File: src/rtl/ram_port_arbiter.sv
// Two-requester round-robin sequencer in front of a single-port RAM with a
// registered read address and a registered output. After reset it clears every
// RAM word, then shares the RAM one access per cycle between requesters 0 and
// 1. Read data comes back two cycles after acceptance with a per-requester valid.
module ram_port_arbiter #(
  parameter int                    DATA_WIDTH = 16,
  parameter int                    ADDR_WIDTH = 5,
  parameter logic [DATA_WIDTH-1:0] INIT_VALUE = '0
) (
  input  logic                  clk,
  input  logic                  reset,
  input  logic                  req0,
  input  logic                  req1,
  input  logic                  we0,
  input  logic                  we1,
  input  logic [ADDR_WIDTH-1:0] addr0,
  input  logic [ADDR_WIDTH-1:0] addr1,
  input  logic [DATA_WIDTH-1:0] wdata0,
  input  logic [DATA_WIDTH-1:0] wdata1,
  output logic                  gnt0,
  output logic                  gnt1,
  output logic                  rvalid0,
  output logic                  rvalid1,
  output logic [DATA_WIDTH-1:0] rdata0,
  output logic [DATA_WIDTH-1:0] rdata1,
  output logic                  init_done,
  output logic [DATA_WIDTH-1:0] ram_data,
  output logic [ADDR_WIDTH-1:0] ram_rdaddr,
  output logic [ADDR_WIDTH-1:0] ram_wraddr,
  output logic                  ram_we,
  input  logic [DATA_WIDTH-1:0] ram_q
);

  // The sweep counter is one bit wider than the address so the terminal
  // compare can never alias with a wrapped value.
  localparam logic [ADDR_WIDTH:0] LAST_ADDR = {1'b0, {ADDR_WIDTH{1'b1}}};

  typedef enum logic {
    ST_INIT = 1'b0,
    ST_RUN  = 1'b1
  } state_t;

  state_t                  state;
  state_t                  state_nxt;
  logic [ADDR_WIDTH:0]     init_cnt;
  logic                    rr_last;

  // Accepted access in the current cycle (stage 0, combinational)
  logic                    acc_vld;
  logic                    acc_id;
  logic                    acc_we;
  logic [ADDR_WIDTH-1:0]   acc_addr;
  logic [DATA_WIDTH-1:0]   acc_wdata;

  // Read-return tracking pipe: p0 = RAM has latched the address,
  // p1 = RAM output register holds the data.
  logic                    vld_p0;
  logic                    vld_p1;
  logic                    id_p0;
  logic                    id_p1;

  // Last read address, replayed on idle/write cycles so the RAM read port
  // does not toggle needlessly.
  logic [ADDR_WIDTH-1:0]   rd_addr_hold;

  // State register, sweep counter, round-robin pointer and read-pipe valids
  always_ff @(posedge clk or posedge reset) begin
    if (reset) begin
      state    <= ST_INIT;
      init_cnt <= '0;
      rr_last  <= 1'b1;
      vld_p0   <= 1'b0;
      vld_p1   <= 1'b0;
    end else begin
      state <= state_nxt;
      if (state == ST_INIT) begin
        init_cnt <= init_cnt + 1'b1;
      end
      if (acc_vld) begin
        rr_last <= acc_id;
      end
      // stage 0 -> stage 1: read accepted, RAM latches its address
      vld_p0 <= acc_vld && !acc_we;
      // stage 1 -> stage 2: RAM output register loads the word
      vld_p1 <= vld_p0;
    end
  end

  // Requester id travels with the valid; the read-address hold follows reads
  always_ff @(posedge clk) begin
    id_p0 <= acc_id;
    id_p1 <= id_p0;
    if (acc_vld && !acc_we) begin
      rd_addr_hold <= acc_addr;
    end
  end

  // Next state, arbitration and RAM port steering
  always_comb begin
    state_nxt  = state;
    gnt0       = 1'b0;
    gnt1       = 1'b0;
    acc_vld    = 1'b0;
    acc_id     = 1'b0;
    acc_we     = 1'b0;
    acc_addr   = addr0;
    acc_wdata  = wdata0;
    ram_we     = 1'b0;
    ram_wraddr = init_cnt[ADDR_WIDTH-1:0];
    ram_data   = INIT_VALUE;
    ram_rdaddr = rd_addr_hold;

    case (state)
      ST_INIT: begin
        ram_we     = 1'b1;
        ram_wraddr = init_cnt[ADDR_WIDTH-1:0];
        ram_data   = INIT_VALUE;
        if (init_cnt == LAST_ADDR) begin
          state_nxt = ST_RUN;
        end
      end

      ST_RUN: begin
        // Requester 0 wins when alone, or when contended and 1 was served last.
        if (req0 && (!req1 || rr_last)) begin
          gnt0 = 1'b1;
        end else if (req1) begin
          gnt1 = 1'b1;
        end

        if (gnt0) begin
          acc_vld   = 1'b1;
          acc_id    = 1'b0;
          acc_we    = we0;
          acc_addr  = addr0;
          acc_wdata = wdata0;
        end else if (gnt1) begin
          acc_vld   = 1'b1;
          acc_id    = 1'b1;
          acc_we    = we1;
          acc_addr  = addr1;
          acc_wdata = wdata1;
        end

        ram_wraddr = acc_addr;
        ram_data   = acc_wdata;
        if (acc_vld && acc_we) begin
          ram_we = 1'b1;
        end
        if (acc_vld && !acc_we) begin
          ram_rdaddr = acc_addr;
        end
      end

      default: begin
        state_nxt = ST_INIT;
      end
    endcase
  end

  assign init_done = (state == ST_RUN);

  // stage 2: RAM output is live, steer the strobe to the owner
  assign rvalid0 = vld_p1 && !id_p1;
  assign rvalid1 = vld_p1 && id_p1;
  assign rdata0  = ram_q;
  assign rdata1  = ram_q;

endmodule
File: config.mk
export PLATFORM = sky130hd
export DESIGN_NAME = ram_port_arbiter
export DESIGN_NICKNAME = d
export VERILOG_FILES = /design/src/rtl/ram_port_arbiter.sv
export SDC_FILE = /design/constraint.sdc
export NUM_CORES = 1
export LEC_CHECK = 0
export ABC_AREA = 1
export CAP_MARGIN = 20
export CORE_ASPECT_RATIO = 1.4
export CORE_UTILIZATION = 45
export DETAILED_ROUTE_END_ITERATION = 10
export DONT_BUFFER_PORTS = 1
export PLACE_DENSITY = 0.65
export SETUP_SLACK_MARGIN = 0.5
export SYNTH_ARGS = -nofsm -noshare
export SYNTH_HDL_FRONTEND = slang
export SYNTH_SLANG_ARGS = --single-unit
export TNS_END_PERCENT = 30
File: constraint.sdc
create_clock -name clk -period 4.26 [get_ports clk]
set_input_delay 0.426 -clock clk [delete_from_list [all_inputs] [get_ports clk]]
set_output_delay 0.426 -clock clk [all_outputs]
set_load 0.05 [all_outputs]
* Yosys cells after proc, flatten, opt, wreduce, memory -nomap -nowiden *
Index checks and enable logic that the tools add are counted.

cells by class
  add/sub/neg operators = 1
  eq/ne operators = 1
  mux-type cells = 30
  bitwise operators = 1
  reductions and logical operators = 11

operators by type and width
  kind                 count
  $mux 16              2
  $pmux 16 s2          1
  $mux 5               5
  $mux 1               20
  $pmux 5 s2           1
  $add 6x1->6 const B  1
  $eq 6x5->1 const B   1
  $logic_and 1x1->1    6
  $logic_not 1->1      4
  $pmux 1 s2           1
  $logic_or 1x1->1     1
  $not 1->1            1

storage, ports and cells
  flip-flop bits (word level) = 17
  input bits = 64
  output and inout bits = 64
  word-level logic and storage cells = 52

* Longest topological paths before layout *
Gate-level depths: netlist (run 1).

  word-level depth = 12
  mapped depth = 7
  gate-level depth less buffers = 6

* Least setup slack after synthesis (run 1) *
OpenSTA, ideal clock, no wires.

  path type = register to output
  from = register state (netlist: init_done)
  to = output ram_wraddr[4]
  arrival = 2.130 ns
  data required time = 3.834 ns
  setup slack = 1.704 ns
  cell stages (with the launch flop) = 4
  buffers on the path = 1
  cells stage by stage = dfrtp_1 inv_2 buf_6 o21ai_0

on the way
  cells in the longest elaborated chain, start to end = 2

ends and longest elaborated chain
  item                    line  text
  from (decl)             43    state_t state;
  from (signal assigned)  75    state <= state_nxt;
  $not 1->1               -
  $pmux 5 s2 *            113   case (state)
  to (decl)               29    output logic [ADDR_WIDTH-1:0] ram_wraddr,

Mark *: on every way between the ends. The rest lies on a longest branch, timed or not.

* Worst setup path in the final report (run 1) *
  from = register state (netlist: init_done)
  to = output ram_rdaddr[4]

on the way
  cells in the longest elaborated chain, start to end = 1

ends and longest elaborated chain
  item       line  text
  $mux 5     113
  to (decl)  28    output logic [ADDR_WIDTH-1:0] ram_rdaddr,

No other way between the ends.

==> results_dict.tcl, run 1 <==
set metrics [dict create \
    die_area_mm2 0.00347 \
    ctsResizeCount 0 \
    post_route_cells_drive_above_1_share_pct 15.5 \
    synth_async_sr_flop_share_pct 58.8 \
    worstReg2RegEnd "rd_addr_hold[4]$_DFFE_PP_" \
    vias 1059 \
    fp.dieW_um 50.1 \
    cts-hold-fix-buffers 0 \
    rows 24 \
    max_clock_buf_depth 2 \
    unrepaired_setup_endpoints_after_global_routing "no" \
    outcome "complete, no violations" \
    dr.first_iter.drc_count 15 \
    syn_avg_cell_area_um2 7.11 \
    register_area_um2 442 \
    synth_edf_count 5 \
    critical_path_arrival_ps 2570 \
    finalWeightedCongestion 0.748 \
    finalHoldViolations 0 \
    floorplan.initialDensity_pct 47.1 \
    layout_commonest_cell "sky130_fd_sc_hd__nand2_1" \
    r2r_setup_slack_ps 1890 \
    ctsHtreeMaxLevel 1 \
    cts.repair_timing.setup_buffer_count 0 \
    ys_seq_area_share_pct 30.3 \
    floorplan.io_pins 128 \
    worstSetupEndpointType "primary output" \
    critical_path.max_fanout 41 \
    cts_made_buffers 3 \
    worst_slack_placed_ps 1530 \
    clock_latency_ps 250 \
    static_leakage_nw 0.613 \
    grt_start_max_net_pins 42 \
    cap_violations 0 \
    yosys_warnings 0 \
    layout.nets 234 \
    synth.lib_cells_used.distinct 25 \
    cts.reportedPaths.clkPinSlew_ps 60 \
    synth.net_count 270 \
    place_hpwl_um 2390 \
    final_design_area_no_fill_mm2 0.00124 \
    nature_of_the_critical_path_startpoint "flop" \
    worstPathRequired_ps 3830 \
    cts_root_buf "sky130_fd_sc_hd__clkbuf_8" \
    clock_sinks 17 \
    buffer_ports.inserted 0 \
    setup-tns-final_ps 0 \
    grt_pass1_wl_um 4760 \
    worst_pin_slew_ps 1050 \
    multi_input_combinational_cell_area_um2 629 \
    synth_top_flop_cell "sky130_fd_sc_hd__dfrtp_1" \
    die_span_in_y_um 69.3 \
    floorplan.core_area_mm2 0.00309 \
    final.min_clock_period_ps 3000 \
    grt_use_total_pct 18.2 \
    filler_cell_count 344 \
    finalWirelength_um 3110 \
    synthCells 205 \
    setup_viol 0 \
    first_global_vias 1033 \
    cts_tree "built" \
    critPathKind "flop to primary output" \
    reg2reg_from "init_done$_DFF_PP0_" \
    max-vdd-ir-drop_v 0.000175 \
    antenna_found_initial 0 \
    dr.pass1.iters 4 \
    timing.reg2reg.worst_path_depth 4 \
    slew-limit-headroom_pct 30.1 \
    detail_route.vias_per_cell 5.12 \
    worst_slack_ps 1260 \
    p_r_area_growth_vs_syn_pct -14.6 \
    timing.hold.worst.class "primary input to asynchronous set/reset pin" \
    finalHoldWorstSlack_ps 44.1 \
    drv_slew 0 \
    maxClockFrequency_mhz 334 \
    highest_count_cells_in_the_layout_ignoring_fill_and_taps "sky130_fd_sc_hd__nand2_1 (66), sky130_fd_sc_hd__inv_1 (18), sky130_fd_sc_hd__a21oi_1 (16)" \
    ys_seq_elements 17 \
    post-route-drc-count 0 \
    drt-wirelength-per-cell_um 15.0 \
    postPlaceCellArea_mm2 0.00120 \
    synth_area_mm2 0.00146 \
    fin_skew_ps 2.71 \
    insertedDiodeCount 0 \
    power_density_mw_per_mm2 389 \
    grt.overflow.total 0 \
    final_min_period_over_clock_period_pct 70.3 \
    drtAntennaViolNets 0 \
]
-- routing by layer --
metal	vias up	GRT usage [%]	wire length (um)
li1	532	-	-
met5	-	0	0
met1	465	17.2	1120
met2	43	31.1	1540
met3	19	6.14	309
met4	0	14.0	133
-- sequential cells by signal, indices dropped and copies added, names as in the netlist --
signal,flops
vld_p0,1
rd_addr_hold,5
init_done,1
id_p1,1
id_p0,1
init_cnt,6
rr_last,1
vld_p1,1
-- power by group --
part	switching (mW)	internal, mW	leakage, nW
Combinational	0.159	0.0246	0.401
Clock	0.0526	0.0648	0.0255
Sequential	0.00422	0.179	0.186
Total	0.215	0.269	0.613
-- through the flow --
step,instances,util (%),total power [mW]
CTS,207,40.3,0.492
global placement,203,38.8,0.370
detailed placement,203,38.8,0.371
global route,207,40.3,0.505
finish,207,40.3,0.484
floorplan,205,-,0.443
-- worst max-delay path: stages, from the launching register on --
cell and delay [ps]:
sky130_fd_sc_hd__dfrtp_1 760, sky130_fd_sc_hd__inv_2 470, sky130_fd_sc_hd__nor2_4 210, sky130_fd_sc_hd__nand3_2 280, sky130_fd_sc_hd__o21ai_2 590
-- cells by family (layout without fill, tap and decap cells) --
family,after synthesis,after routing,synth area share (%)
DFF,17,17,30.3
AOI/OAI and AO/OA,35,35,14.8
buffers and inverters,62,25,26.5
xor gates and xnor gates,5,5,3.00
and+or+nand+nor,85,85,24.5
adders and majority gates,1,1,0.858
-- synth_stat cells (2+ instances only) --
cell,number,share of area [%]
sky130_fd_sc_hd__nand2_1,66,17
sky130_fd_sc_hd__buf_4,34,18
sky130_fd_sc_hd__inv_1,18,4.6
sky130_fd_sc_hd__a21oi_1,16,5.5
sky130_fd_sc_hd__dfrtp_1,9,15
sky130_fd_sc_hd__nand2_2,8,3.4
sky130_fd_sc_hd__o21ai_2,7,4.2
sky130_fd_sc_hd__o21ai_1,6,2.1
sky130_fd_sc_hd__edfxtp_1,5,10
sky130_fd_sc_hd__nor2_1,5,1.3
sky130_fd_sc_hd__nand3_1,4,1.4
sky130_fd_sc_hd__o21ai_0,4,1.4
sky130_fd_sc_hd__xor2_1,4,2.4
sky130_fd_sc_hd__buf_2,3,1.0
sky130_fd_sc_hd__buf_6,3,2.3
sky130_fd_sc_hd__inv_2,3,0.77
sky130_fd_sc_hd__dfxtp_1,2,2.7
-- worst max path at each step --
| stage | startpoint | end | slack (ps) | depth (start not counted) |
|---|---|---|---|---|
| 2_1_floorplan | init_done$_DFF_PP0_ | ram_wraddr[4] | 1700 | 3 |
| 5_1_grt | init_done$_DFF_PP0_ | ram_rdaddr[4] | 1130 | 4 |
| 3_5_place_dp | init_done$_DFF_PP0_ | ram_rdaddr[4] | 1530 | 4 |
| 3_3_place_gp | init_done$_DFF_PP0_ | ram_rdaddr[4] | 1550 | 4 |
| 4_1_cts | init_done$_DFF_PP0_ | ram_rdaddr[4] | 1250 | 4 |
| 6_report | init_done$_DFF_PP0_ | ram_rdaddr[4] | 1260 | 4 |
-- final cells by class --
cell class | count | share of cell area, %
Inverter | 21 | 6.33
Clock buffer | 3 | 3.32
Multi-Input combinational cell | 126 | 50.6
Clock inverter | 1 | 0.402
Tap cell | 39 | 3.92
Sequential cell | 17 | 35.5
(Power assumes the default switching activity.)
==> run 2: changes to the inputs <==
--- a/config.mk
+++ b/config.mk
@@ -11,7 +11,7 @@
 export CORE_UTILIZATION = 45
 export DETAILED_ROUTE_END_ITERATION = 10
 export DONT_BUFFER_PORTS = 1
-export PLACE_DENSITY = 0.65
+export PLACE_DENSITY = 0.67
 export SETUP_SLACK_MARGIN = 0.5
 export SYNTH_ARGS = -nofsm -noshare
 export SYNTH_HDL_FRONTEND = slang
==> constraint.sdc (replaced) <==
create_clock -name clk -period 2.6 [get_ports clk]
set_input_delay 0.26 -clock clk [delete_from_list [all_inputs] [get_ports clk]]
set_output_delay 0.26 -clock clk [all_outputs]
set_load 0.05 [all_outputs]
==> run 2 against run 1 <==
Cell count grew 15%. Non-clock buffer count grew 31. Combinational power grew 120%. Clock skew grew 1.2 ps. Clock power grew 65%. Critical path depth grew 1. Setup slack lost 610 ps. Sequential cell count is the same. Cell area grew 25%. Largest cell class unchanged. Highest routed layer unchanged.
==> results_dict.tcl, run 2 (synthesis results as in run 1) <==
set metrics [dict create \
    fp.dieW_um 50.1 \
    finalHoldViolations 0 \
    insertedDiodeCount 0 \
    vias 1187 \
    final_design_area_no_fill_mm2 0.00155 \
    drt-wirelength-per-cell_um 13.0 \
    nature_of_the_critical_path_startpoint "flop" \
    final.min_clock_period_ps 1950 \
    setup_viol 0 \
    met3_length_um 289 \
    wl_met1_um 1100 \
    max_clock_buf_depth 2 \
    clock_latency_ps 250 \
    worstSetupEndpointType "primary output" \
    place_hpwl_um 2440 \
    ctsHtreeMaxLevel 1 \
    cts_root_buf "sky130_fd_sc_hd__clkbuf_8" \
    routed-wl-met2_um 1610 \
    critical_path.max_fanout 21 \
    dr.pass1.iters 5 \
    post-route-drc-count 0 \
    timing.hold.worst.start "addr0[4]" \
    slew-limit-headroom_pct 41.0 \
    capture_endpoint_of_the_worst_hold_path "rd_addr_hold[4]$_DFFE_PP_" \
    fin_skew_ps 3.88 \
    grt_pass1_wl_um 4930 \
    timing.reg2reg.worst_path_depth 7 \
    hold_depth 2 \
    grt.overflow.total 0 \
    critPathKind "flop to primary output" \
    max-vdd-ir-drop_v 0.000332 \
    clock_sinks 17 \
    antenna_found_initial 0 \
    drv_slew 0 \
    top_register "init_cnt" \
    grt_start_max_net_pins 26 \
    post_route_cells_drive_above_1_share_pct 28.1 \
    critical_path_arrival_ps 1690 \
    timing.hold.worst.class "primary input to flop" \
    outcome "complete, no violations" \
    r2r_setup_slack_ps 960 \
    drtAntennaViolNets 0 \
    die_span_in_y_um 69.3 \
    filler_cell_count 316 \
    first_global_vias 1150 \
    grt_use_total_pct 18.5 \
    layout_commonest_cell "sky130_fd_sc_hd__nand2_1" \
    floorplan.initialDensity_pct 47.1 \
    floorplan.io_pins 128 \
    p_r_area_growth_vs_syn_pct 6.35 \
    cts_tree "built" \
    static_leakage_nw 0.782 \
    fin_util_pct 50.1 \
    detail_route.vias_per_cell 4.99 \
    highest_count_cells_in_the_layout_ignoring_fill_and_taps "sky130_fd_sc_hd__nand2_1 (66), sky130_fd_sc_hd__buf_4 (25), sky130_fd_sc_hd__inv_1 (18)" \
    cts_made_buffers 3 \
    worstReg2RegEnd "init_cnt[5]$_DFFE_PP0N_" \
    cap_violations 0 \
    power_density_mw_per_mm2 579 \
    die_area_mm2 0.00347 \
    unrepaired_setup_endpoints_after_global_routing "no" \
    topRoutingLayerUsed "met4" \
    worstPathRequired_ps 2340 \
    setup-tns-final_ps 0 \
    worst_slack_placed_ps 693 \
    dr.first_iter.drc_count 30 \
    rows 24 \
    cts.reportedPaths.clkPinSlew_ps 70 \
    largestRegisters "init_cnt: 6 flops, rd_addr_hold: 5 flops" \
    worst_slack_ps 652 \
    flip_flop_count_of_the_largest_register_all_copies_and_words_added 6 \
    finalWeightedCongestion 0.760 \
    postPlaceCellArea_mm2 0.00149 \
    worst_pin_slew_ps 882 \
    buffer_ports.inserted 0 \
    reg2reg_from "init_done$_DFF_PP0_" \
    final_min_period_over_clock_period_pct 74.9 \
    finalWirelength_um 3100 \
    design_power_total_uw 898 \
    floorplan.core_area_mm2 0.00309 \
    layout.nets 265 \
    maxClockFrequency_mhz 513 \
]
-- run 2: cell types whose count changed in the layout (fill, tap and decap cells not counted) --
cell                            delta
sky130_fd_sc_hd__nand3_2           -1
sky130_fd_sc_hd__clkbuf_1          +1
sky130_fd_sc_hd__clkinv_2          -1
sky130_fd_sc_hd__buf_12            +5
sky130_fd_sc_hd__buf_4            +25
sky130_fd_sc_hd__a21o_2            +1
sky130_fd_sc_hd__a21o_1            -1
sky130_fd_sc_hd__nand3_4           +1
sky130_fd_sc_hd__dlygate4sd3_1     +1
-- run 2: report_power, final --
part / internal, mW / total, mW / switching, mW / leakage [nW]
combinational: 0.127 / 0.404 / 0.277 / 0.573
clock: 0.108 / 0.193 / 0.0843 / 0.0228
sequential: 0.294 / 0.301 / 0.00667 / 0.186
total: 0.529 / 0.898 / 0.368 / 0.782
-- run 2: per-layer routing --
metal	up-vias	track usage, %
met5	-	0
li1	591	-
met3	16	5.04
met1	527	17.9
met2	53	32.9
met4	0	12.1
-- run 2: timing repair --
action / CTS / global route
endpoints found under the hold margin: 9 / 0
buffers inserted: 0 / 0
setup endpoints to repair: 25 / 5
resized for setup: 1 / 1
hold buffers: 1 / 0
-- run 2: worst max-delay path by stage --
stage / from / end / slack, ps / depth (start not counted)
after floorplan: init_done$_DFF_PP0_ / ram_data[10] / 390 / 4
after global placement: rr_last$_DFFE_PP1P_ / ram_wraddr[0] / 720 / 5
after detailed placement: rr_last$_DFFE_PP1P_ / ram_wraddr[2] / 690 / 5
after CTS: rr_last$_DFFE_PP1P_ / ram_rdaddr[2] / 550 / 5
after global routing: rr_last$_DFFE_PP1P_ / ram_wraddr[4] / 540 / 5
final: rr_last$_DFFE_PP1P_ / ram_wraddr[4] / 650 / 5
-- run 2: final cells by class --
cell class                      instances  area (um^2)  area share [%]
Clock buffer                            4         45.0            2.91
Sequential cell                        17          442            28.5
Timing Repair Buffer                   31          298            19.2
Tap cell                               39         48.8            3.15
Multi-Input combinational cell        126          638            41.2
Inverter                               21         78.8            5.08
-- run 2: critical path, cell delays in order (launching register included) --
cell,delay [ps]
sky130_fd_sc_hd__dfstp_2,570
sky130_fd_sc_hd__a21o_2,360
sky130_fd_sc_hd__nand2_1,90
sky130_fd_sc_hd__nand2_1,140
sky130_fd_sc_hd__o21ai_1,80
sky130_fd_sc_hd__buf_4,190
-- run 2: per-stage QoR --
step	hold WS [ps]	instances
floorplan	99.5	205
global placement	155	233
detailed placement	157	233
CTS	206	238
global route	201	238
finish	207	238
==> run 3: changes to the inputs <==
--- a/config.mk
+++ b/config.mk
@@ -11,7 +11,7 @@
 export CORE_UTILIZATION = 45
 export DETAILED_ROUTE_END_ITERATION = 10
 export DONT_BUFFER_PORTS = 1
-export PLACE_DENSITY = 0.67
+export PLACE_DENSITY = 0.65
 export SETUP_SLACK_MARGIN = 0.5
 export SYNTH_ARGS = -nofsm -noshare
 export SYNTH_HDL_FRONTEND = slang
==> constraint.sdc (replaced) <==
create_clock -name clk -period 1.85 [get_ports clk]
set_input_delay 0.185 -clock clk [delete_from_list [all_inputs] [get_ports clk]]
set_output_delay 0.185 -clock clk [all_outputs]
set_load 0.05 [all_outputs]
==> run 3 against run 2 <==
Register-to-register slack worse by 650 ps. Non-clock buffer count up 10. Count of clock-buffer cells in the layout unchanged. Global-route usage up 3.7 points. First-iteration DRC count down 27%. Critical path depth up 1. Largest cell class unchanged. Combinational power up 110%. Wire length up 33%. Sequential share of layout area down 9.1 points.
==> results_dict.tcl, run 3 (synthesis results as in run 1) <==
set metrics [dict create \
    worst_pin_slew_ps 477 \
    die_span_in_y_um 69.3 \
    layout.nets 275 \
    worst_slack_placed_ps 279 \
    finalHoldViolations 0 \
    max_clock_buf_depth 2 \
    fin_skew_ps 1.11 \
    place_hpwl_um 3100 \
    first_global_vias 1306 \
    cts_made_buffers 3 \
    finalHoldWorstSlack_ps 134 \
    grt_start_max_net_pins 18 \
    floorplan.core_area_mm2 0.00309 \
    drtAntennaViolNets 0 \
    grt_pass1_wl_um 5980 \
    max-vdd-ir-drop_v 0.000575 \
    clock_sinks 17 \
    drv_slew 0 \
    finalWeightedCongestion 0.800 \
    postPlaceCellArea_mm2 0.00198 \
    highest_count_cells_in_the_layout_ignoring_fill_and_taps "sky130_fd_sc_hd__nand2_1 (43), sky130_fd_sc_hd__buf_12 (23), sky130_fd_sc_hd__nand2_2 (21)" \
    final.min_clock_period_ps 1810 \
    layout_commonest_cell "sky130_fd_sc_hd__nand2_1" \
    die_area_mm2 0.00347 \
    detail_route.vias_per_cell 5.35 \
    vias 1328 \
    cts.reportedPaths.clkPinSlew_ps 60 \
    critical_path_arrival_ps 1620 \
    fp.dieW_um 50.1 \
    antenna_found_initial 0 \
    outcome "complete, no violations" \
    floorplan.io_pins 128 \
    design_power_total_mw 1.55 \
    r2r_setup_slack_ps 310 \
    floorplan.initialDensity_pct 47.1 \
    critical_path.max_fanout 16 \
    flip_flop_count_of_the_largest_register_all_copies_and_words_added 6 \
    startpoint "rr_last$_DFFE_PP1P_" \
    buffer_ports.inserted 0 \
    largestRegisters "init_cnt: 6 flops, rd_addr_hold: 5 flops" \
    clock_latency_ps 250 \
    finalWirelength_um 4120 \
    drt-wirelength-per-cell_um 16.6 \
    timing.reg2reg.worst_path_depth 5 \
    slew-limit-headroom_pct 68.2 \
    final_design_area_no_fill_mm2 0.00229 \
    post-route-drc-count 0 \
    static_leakage_nw 1.01 \
    grt.overflow.total 0 \
    post_route_cells_drive_above_1_share_pct 53.6 \
    unrepaired_setup_endpoints_after_global_routing "yes" \
    worstPathRequired_ps 1660 \
    p_r_area_growth_vs_syn_pct 56.8 \
    critPathKind "flop to primary output" \
    dr.first_iter.drc_count 22 \
    grt_use_total_pct 22.2 \
    nature_of_the_critical_path_startpoint "flop" \
    cts_root_buf "sky130_fd_sc_hd__clkbuf_8" \
    reg2reg_from "rr_last$_DFFE_PP1P_" \
    setup_viol 0 \
    setup-tns-final_ps 0 \
    timing.hold.worst.class "primary input to flop" \
    hold_depth 2 \
    worstSetupEndpointType "primary output" \
    cts_tree "built" \
    final_min_period_over_clock_period_pct 97.8 \
    insertedDiodeCount 0 \
    power_density_mw_per_mm2 677 \
    timing.hold.worst.start "addr0[0]" \
    dr.pass1.iters 4 \
    rows 24 \
    maxClockFrequency_mhz 553 \
    cap_violations 0 \
    top_register "init_cnt" \
    ctsHtreeMaxLevel 1 \
    worst_slack_ps 40.6 \
]
run 3: changes by cell type in the layout (fill, tap and decap cells not counted), sizes merged:
| cell | before | now |
|---|---|---|
| buf | 30 | 40 |
run 3: where the power goes:
group	leakage, nW	internal [mW]	switching [mW]	total (mW)
logic	0.804	0.368	0.488	0.856
clock network	0.0228	0.153	0.113	0.265
registers	0.186	0.414	0.0136	0.427
total	1.01	0.934	0.614	1.55
run 3: final timing paths:
check                                                 end
worst max-delay path                          ram_data[6]
worst min-delay path            rd_addr_hold[0]$_DFFE_PP_
worst max register to register  rd_addr_hold[3]$_DFFE_PP_
worst min register to register              id_p1$_DFF_P_
max in group asynchronous             rr_last$_DFFE_PP1P_
min in group asynchronous                vld_p1$_DFF_PP0_
run 3: layout make-up:
class                   instances  area [um^2]
multi-input cells             126         1030
repair buffers                 41          641
clock buffers                   4         45.0
fillers                       205          807
flip-flops and latches         17          443
well taps                      39         48.8
inverters                      21         81.3
run 3: worst max-delay path, cell delays in order, from the launching register on:
cell and delay, ps:
sky130_fd_sc_hd__dfstp_2 400, sky130_fd_sc_hd__a21oi_4 210, sky130_fd_sc_hd__buf_4 150, sky130_fd_sc_hd__buf_12 140, sky130_fd_sc_hd__nand2_1 120, sky130_fd_sc_hd__a21oi_4 190
sky130_fd_sc_hd__buf_12 160
run 3: layer usage:
metal	routed length, um	track usage (%)	share of wire, %
met4	163	12.4	4.0
met1	1290	20.9	31
met5	0	0	0
met3	411	7.46	10
met2	2250	40.0	55
run 3: repair_timing:
item                                    4_1_cts  5_1_grt
endpoints found under the setup margin       39       41
hold buffers                                  1        0
hold endpoints to repair                      9        0
resized for setup                            10       39
pin swaps                                     6       23
setup buffers                                 4        2
gates cloned                                  1        1
run 3: metrics by stage:
stage | utilization, % | std cells
floorplan | - | 205
global placement | 64.0 | 235
detailed placement | 64.0 | 235
CTS | 68.7 | 245
global route | 73.9 | 248
finish | 73.9 | 248
